File: config.mk
export PLATFORM = sky130hd
export DESIGN_NAME = belt_sort_ctrl
export DESIGN_NICKNAME = d
export VERILOG_FILES = /design/src/rtl/belt_sort_pkg.sv /design/src/rtl/sort_debounce.sv /design/src/rtl/belt_sort_ctrl.sv
export SDC_FILE = /design/constraint.sdc
export NUM_CORES = 1
export LEC_CHECK = 0
export ABC_AREA = 1
export CAP_MARGIN = 10
export CORE_MARGIN = 5
export CORE_UTILIZATION = 49
export DETAILED_ROUTE_END_ITERATION = 10
export PLACE_DENSITY = 0.62
export SYNTH_ARGS = -nofsm -noshare
export SYNTH_HDL_FRONTEND = slang
export SYNTH_SLANG_ARGS = --single-unit
File: constraint.sdc
create_clock -name clk -period 8.2 [get_ports clk]
set_input_delay 2.46 -clock clk [delete_from_list [all_inputs] [get_ports clk]]
set_output_delay 2.46 -clock clk [all_outputs]
set_load 0.01 [all_outputs]
File: src/rtl/belt_sort_pkg.sv
// rtl/belt_sort_pkg.sv - controller states and waste class encodings for the belt sorter
package belt_sort_pkg;

  typedef enum logic [2:0] {
    IDLE,
    RUN,
    SETTLE,
    SAMPLE,
    DISPATCH,
    CLEAR,
    FAULT
  } state_t;

  localparam logic [1:0] DRY   = 2'd0;
  localparam logic [1:0] METAL = 2'd1;
  localparam logic [1:0] WET   = 2'd2;
  localparam logic [1:0] MIXED = 2'd3;

  function automatic logic [1:0] classify(input logic metal_major, input logic wet_major);
    case ({metal_major, wet_major})
      2'b11:   return MIXED;
      2'b10:   return METAL;
      2'b01:   return WET;
      default: return DRY;
    endcase
  endfunction

endpackage

File: src/rtl/sort_debounce.sv
// rtl/sort_debounce.sv - 2-flop synchroniser, counting debouncer and registered rising-edge pulse
module sort_debounce #(
  parameter int DEBOUNCE_CYC = 500000
) (
  input  logic clk,
  input  logic rst,
  input  logic raw_i,
  output logic level_o,
  output logic rise_o
);

  localparam int CW = $clog2(DEBOUNCE_CYC + 1);

  logic          sync1_q, sync2_q;
  logic          level_q, level_d;
  logic          prev_q, rise_q;
  logic [CW-1:0] cnt_q, cnt_d;

  // Any cycle where the synchronised input agrees with the level restarts the count.
  always_comb begin
    level_d = level_q;
    cnt_d   = '0;
    if (sync2_q != level_q) begin
      if (cnt_q == CW'(DEBOUNCE_CYC - 1)) begin
        level_d = sync2_q;
      end else begin
        cnt_d = cnt_q + 1'b1;
      end
    end
  end

  always_ff @(posedge clk or posedge rst) begin
    if (rst) begin
      sync1_q <= 1'b0;
      sync2_q <= 1'b0;
      level_q <= 1'b0;
      cnt_q   <= '0;
      prev_q  <= 1'b0;
      rise_q  <= 1'b0;
    end else begin
      sync1_q <= raw_i;
      sync2_q <= sync1_q;
      level_q <= level_d;
      cnt_q   <= cnt_d;
      prev_q  <= level_q;
      rise_q  <= level_q & ~prev_q;
    end
  end

  assign level_o = level_q;
  assign rise_o  = rise_q;

endmodule

File: src/rtl/belt_sort_ctrl.sv
// rtl/belt_sort_ctrl.sv - belt stop/settle/sample/dispatch sequencer in front of the stepper driver
module belt_sort_ctrl #(
  parameter int DEBOUNCE_CYC = 500000,
  parameter int SETTLE_CYC   = 2500000,
  parameter int SAMPLE_CYC   = 5000000,
  parameter int TIMEOUT_CYC  = 250000000
) (
  input  logic       clk,
  input  logic       rst,
  input  logic       start_btn,
  input  logic       stop_btn,
  input  logic       obj_sensor,
  input  logic       metal_sensor,
  input  logic       wet_sensor,
  input  logic       sort_ack,
  output logic       ON_belt,
  output logic       OFF_belt,
  output logic       sort_valid,
  output logic [1:0] sort_class,
  output logic       belt_running,
  output logic       fault
);
  import belt_sort_pkg::*;

  localparam int CNT_W = 32;
  localparam int SW    = $clog2(SAMPLE_CYC + 1);
  localparam logic [SW-1:0] HALF = SW'(SAMPLE_CYC / 2);

  logic start_lvl, start_rise, stop_lvl, stop_rise, obj_lvl, obj_rise;
  logic unused_levels;

  sort_debounce #(.DEBOUNCE_CYC(DEBOUNCE_CYC)) u_start (
    .clk(clk), .rst(rst), .raw_i(start_btn), .level_o(start_lvl), .rise_o(start_rise));
  sort_debounce #(.DEBOUNCE_CYC(DEBOUNCE_CYC)) u_stop (
    .clk(clk), .rst(rst), .raw_i(stop_btn), .level_o(stop_lvl), .rise_o(stop_rise));
  sort_debounce #(.DEBOUNCE_CYC(DEBOUNCE_CYC)) u_obj (
    .clk(clk), .rst(rst), .raw_i(obj_sensor), .level_o(obj_lvl), .rise_o(obj_rise));

  assign unused_levels = start_lvl ^ stop_lvl;

  state_t             state_q, state_d;
  logic [CNT_W-1:0]   cnt_q, cnt_d;
  logic [SW-1:0]      metal_cnt_q, metal_cnt_d, wet_cnt_q, wet_cnt_d;
  logic [SW-1:0]      metal_tot, wet_tot;
  logic               metal_s1_q, metal_s_q, wet_s1_q, wet_s_q;
  logic               on_q, on_d, off_q, off_d, valid_q, valid_d, fault_q, fault_d;
  logic [1:0]         class_q, class_d;

  always_comb begin
    state_d     = state_q;
    cnt_d       = cnt_q + 1'b1;
    metal_cnt_d = metal_cnt_q;
    wet_cnt_d   = wet_cnt_q;
    metal_tot   = metal_cnt_q + SW'(metal_s_q);
    wet_tot     = wet_cnt_q + SW'(wet_s_q);
    on_d        = 1'b0;
    off_d       = 1'b0;
    valid_d     = valid_q;
    class_d     = class_q;
    fault_d     = fault_q;

    // Stop outranks every other event in the same cycle.
    if (stop_rise) begin
      off_d   = 1'b1;
      valid_d = 1'b0;
      fault_d = 1'b0;
      state_d = IDLE;
    end else begin
      case (state_q)
        IDLE: if (start_rise) begin
          on_d    = 1'b1;
          state_d = RUN;
        end
        RUN: if (obj_rise) begin
          off_d   = 1'b1;
          state_d = SETTLE;
        end
        SETTLE: if (cnt_q == CNT_W'(SETTLE_CYC - 1)) state_d = SAMPLE;
        SAMPLE: begin
          metal_cnt_d = metal_tot;
          wet_cnt_d   = wet_tot;
          if (cnt_q == CNT_W'(SAMPLE_CYC - 1)) begin
            class_d = classify(metal_tot > HALF, wet_tot > HALF);
            valid_d = 1'b1;
            state_d = DISPATCH;
          end
        end
        DISPATCH: begin
          if (sort_ack) begin
            valid_d = 1'b0;
            on_d    = 1'b1;
            state_d = CLEAR;
          end else if (cnt_q == CNT_W'(TIMEOUT_CYC - 1)) begin
            valid_d = 1'b0;
            fault_d = 1'b1;
            state_d = FAULT;
          end
        end
        CLEAR: if (!obj_lvl) state_d = RUN;
        FAULT: state_d = FAULT;
        default: state_d = IDLE;
      endcase
    end

    if (state_d != state_q) begin
      cnt_d       = '0;
      metal_cnt_d = '0;
      wet_cnt_d   = '0;
    end
  end

  always_ff @(posedge clk or posedge rst) begin
    if (rst) begin
      state_q     <= IDLE;
      cnt_q       <= '0;
      metal_cnt_q <= '0;
      wet_cnt_q   <= '0;
      metal_s1_q  <= 1'b0;
      metal_s_q   <= 1'b0;
      wet_s1_q    <= 1'b0;
      wet_s_q     <= 1'b0;
      on_q        <= 1'b0;
      off_q       <= 1'b0;
      valid_q     <= 1'b0;
      class_q     <= DRY;
      fault_q     <= 1'b0;
    end else begin
      state_q     <= state_d;
      cnt_q       <= cnt_d;
      metal_cnt_q <= metal_cnt_d;
      wet_cnt_q   <= wet_cnt_d;
      metal_s1_q  <= metal_sensor;
      metal_s_q   <= metal_s1_q;
      wet_s1_q    <= wet_sensor;
      wet_s_q     <= wet_s1_q;
      on_q        <= on_d;
      off_q       <= off_d;
      valid_q     <= valid_d;
      class_q     <= class_d;
      fault_q     <= fault_d;
    end
  end

  assign ON_belt      = on_q;
  assign OFF_belt     = off_q;
  assign sort_valid   = valid_q;
  assign sort_class   = class_q;
  assign fault        = fault_q;
  assign belt_running = (state_q == RUN) || (state_q == CLEAR);

endmodule

==> qor.csv <==
stage,metric,value,unit
power_and_ir_drop,power_switching,350.5,uW
power_and_ir_drop,pwr-share-comb,2.0,%
power_and_ir_drop,p_per_area,158.6,nW/um^2
grt,busiest_layer,met2,
final_layout,antenna_cells,0,
logic_synthesis,seq_area_frac_synth,42.90,%
grt,grt_usage,19.43,%
critical_path,cp.required,8.51,ns
status,outcome,"complete, no violations",
logic_synthesis,ys_types,41,
critical_path,r2r-end,cnt_q[1],
final_layout,final_cell_mix,"nand2_1, nor2_1, dfrtp_1",
critical_path,reg2reg_depth,11,
floorplanning,design.core.area,19270,um^2
logic_synthesis,synth_top_area_cell,dfrtp_1,
final_layout,drive_gt1_share,6.429,%
floorplanning,die-area,22290,um^2
detailed_routing,wl,20560,um
power_and_ir_drop,clock_power_share,49.0,%
sta,skew,0.008224,ns
sta,finalWorstPathRequiredPeriod,4.506,ns
power_and_ir_drop,p_sw_share,21.13,%
power_and_ir_drop,leakage,0.004413,uW
clocking,clkTransAtPathRegs,0.07,ns
placement,place.gp.congestion,0.9161,
sta,slew_headroom,26.12,%
grt,grt_use_met3,3.646,%
floorplanning,die_w,149.3,um
sta,fmax,221.9,MHz
detailed_routing,via_per_inst,5.192,
critical_path,worstSetupPathType,in -> reg,
final_layout,final_common_cell,nand2_1,
grt,grt_util_met2,30.14,%
detailed_routing,drc,0,
hold_path,whs_path_depth,0,
hold_path,worst_hold_path.endpoint,wet_s_q,
logic_synthesis,avgSynthCellArea,7.487,um^2
clocking,tritoncts,built,
clocking,numClockSinks,163,
sta,worstMarginPinSlew,1.108,ns
critical_path,r2r_slack,5.22,ns
clocking,cts-root-buf,clkbuf_16,
critical_path,cp_data_arrival_time,4.82,ns
logic_synthesis,synth_seq_cells,163,
final_layout,fin_area,10460,um^2
power_and_ir_drop,fin_total_pwr,1659,uW
critical_path,crit_path_start_kind,input port,
logic_synthesis,syn_inst,1270,
power_and_ir_drop,peakVddDrop,0.1409,mV
grt,grt_antenna_before_repair,0,
clocking,ctsHoldBuffers,0,
clocking,cts.path.max_buffers,2,
placement,placed_cell_area,9858,um^2
logic_synthesis,synth_top_cell_area_share,42.90,%
placement,portBuffers,14,
critical_path,max_stage_delay,0.75,ns
sta,min_period_over_period,54.95,%
critical_path,worst_path_most_repeated_cell,nand2_1,
sta,final_hold_viol_count,0,
critical_path,cp_top_family,simple AND/OR/NAND/NOR gates,
grt,grt_pass1_vias,7562,
power_and_ir_drop,p_int,1309,uW
detailed_routing,drt_iter0_markers,525,
detailed_routing,vias,8078,
sta,tns,0,ns
clocking,postCtsSetupBuffers,0,
grt,grt_max_degree,112,
placement,hpwl,14440,um
critical_path,r2r_start,cnt_q[0],
floorplanning,start_util,49.34,%
final_layout,fin_nets,1294,
sta,rsz0062_at_grt,false,
logic_synthesis,yosysWarningCount,0,
sta,fin_hold_ws,0.3461,ns
detailed_routing,ant_nets,0,
clocking,postCtsResizedCells,0,
critical_path,setup.worst_path.end_class,register,
clocking,htreeDepth,4,
final_layout,area_delta_synth_final,10.01,%
grt,gr-usage-met1,28.19,%
logic_synthesis,synth_nets,1286,
power_and_ir_drop,pwr-share-seq,49.1,%
detailed_routing,routedWlPerCell,13.21,um
floorplanning,num_rows,51,
clocking,clk_latency,0.42,ns
detailed_routing,dr.pass1.iters,5,
hold_path,hold_class,reg -> reg,
critical_path,crit_slowest_cell,nand3_4,
sta,finalSetupViolCount,0,
hold_path,worstHoldStart,wet_s1_q,
critical_path,path_cells,clkdlybuf4s50_1 -> o21a_1 -> o21ai_0 -> nand2_1 -> inv_1 -> nand3_1 -> nand2_1 -> nand2_1 -> nand3_4 -> nor3b_1,
critical_path,critPathBufInv,2,
flow_run,drv_cap,0,
sta,drv_slew,0,
floorplanning,die_y,149.3,um
clocking,cts_buffers,17,
floorplanning,io_pins,15,
logic_synthesis,syn_area,9508,um^2
grt,grt_pass1_wl,35740,um
grt,grt.overflow.total,0,
logic_synthesis,synth_area_leaders,"dfrtp_1, nand2_1, nor2_1",
critical_path,worstPathMaxFanout,78,
-- Yosys cell counts --
cell / instances
a211oi_1: 5
ha_1: 8
nand4_1: 37
and3_1: 2
nor3_2: 30
dfrtp_1: 163
nor3b_1: 9
o21ai_0: 60
nor2_1: 179
o211a_1: 1
nand3_2: 4
o21ai_1: 1
mux2i_1: 3
buf_6: 5
o21bai_1: 2
nand2_1: 294
and2_1: 1
nand2_2: 3
nor2_2: 6
xor2_1: 46
nand3b_1: 3
or2_2: 1
nor2_4: 1
or4_1: 1
a31oi_1: 6
mux2_2: 1
xnor2_1: 13
buf_2: 12
clkbuf_2: 1
a31o_2: 1
nand3_1: 70
buf_4: 1
inv_2: 3
a21oi_1: 27
clkbuf_1: 8
inv_1: 153
o21a_1: 5
nor3_4: 1
nor4_1: 13
a41oi_1: 1
nor3_1: 89
-- sequential cells by signal (all words and copies together) (netlist names), 2 cells and up --
signal / flops
wet_cnt_q: 23
state_q: 3
metal_cnt_q: 23
u_obj.cnt_q: 19
u_stop.cnt_q: 19
u_start.cnt_q: 19
cnt_q: 32
sort_class: 2
-- routing by layer --
layer / vias to the layer above / wire [um] / part of all wire, %
met2: 188 / 9168 / 45
met4: 0 / 232 / 1.1
met5: - / 0 / 0
met3: 21 / 960 / 4.7
li1: 4153 / - / -
met1: 3716 / 10200 / 50
-- cells by family (layout without fill, tap and decap cells) --
family,count (synthesis),in the layout,share of synthesized area [%]
adder cells (fa/ha/maj),8,8,1.053
XOR/XNOR,59,59,5.435
AO/OA/AOI/OAI,109,109,6.264
multiplexers,4,4,0.4343
buffers and inverters,183,204,7.830
AND/OR/NAND/NOR,744,744,36.08
flip-flops,163,163,42.90
-- power groups by stage --
| stage | clock, uW | combinational (uW) | sequential, uW |
|---|---|---|---|
| after floorplan | 0 | 22.9 | 828 |
| after global placement | 0 | 34.3 | 829 |
| after detailed placement | 0 | 35.0 | 829 |
| after CTS | 839 | 34.9 | 814 |
| after global routing | 877 | 39.6 | 814 |
| final | 812 | 32.9 | 814 |
-- worst max path at each step --
stage | startpoint | endpoint | cells past startpoint
2_1_floorplan | rst | OFF_belt | 1
3_3_place_gp | sort_ack | metal_cnt_q[21] | 10
3_5_place_dp | sort_ack | cnt_q[1] | 10
4_1_cts | sort_ack | cnt_q[1] | 10
5_1_grt | sort_ack | cnt_q[30] | 10
6_report | sort_ack | cnt_q[1] | 10
-- metrics by stage --
stage,cells,worst slack (ns),util [%]
detailed placement,1524,3.265,51.16
CTS,1556,3.710,54.28
floorplan,1270,1.335,-
finish,1556,3.694,54.28
global placement,1524,3.306,51.16
global route,1556,3.437,54.28
-- final cells by class --
class,count,area [um^2]
inverter,156,590.6
sequential,163,4079
timing repair buffer,16,155.1
fill,1895,8811
multi-input combinational,924,4702
tap,265,331.6
clock inverter,11,151.4
clock buffer,21,450.4
(Power assumes the default switching activity.)
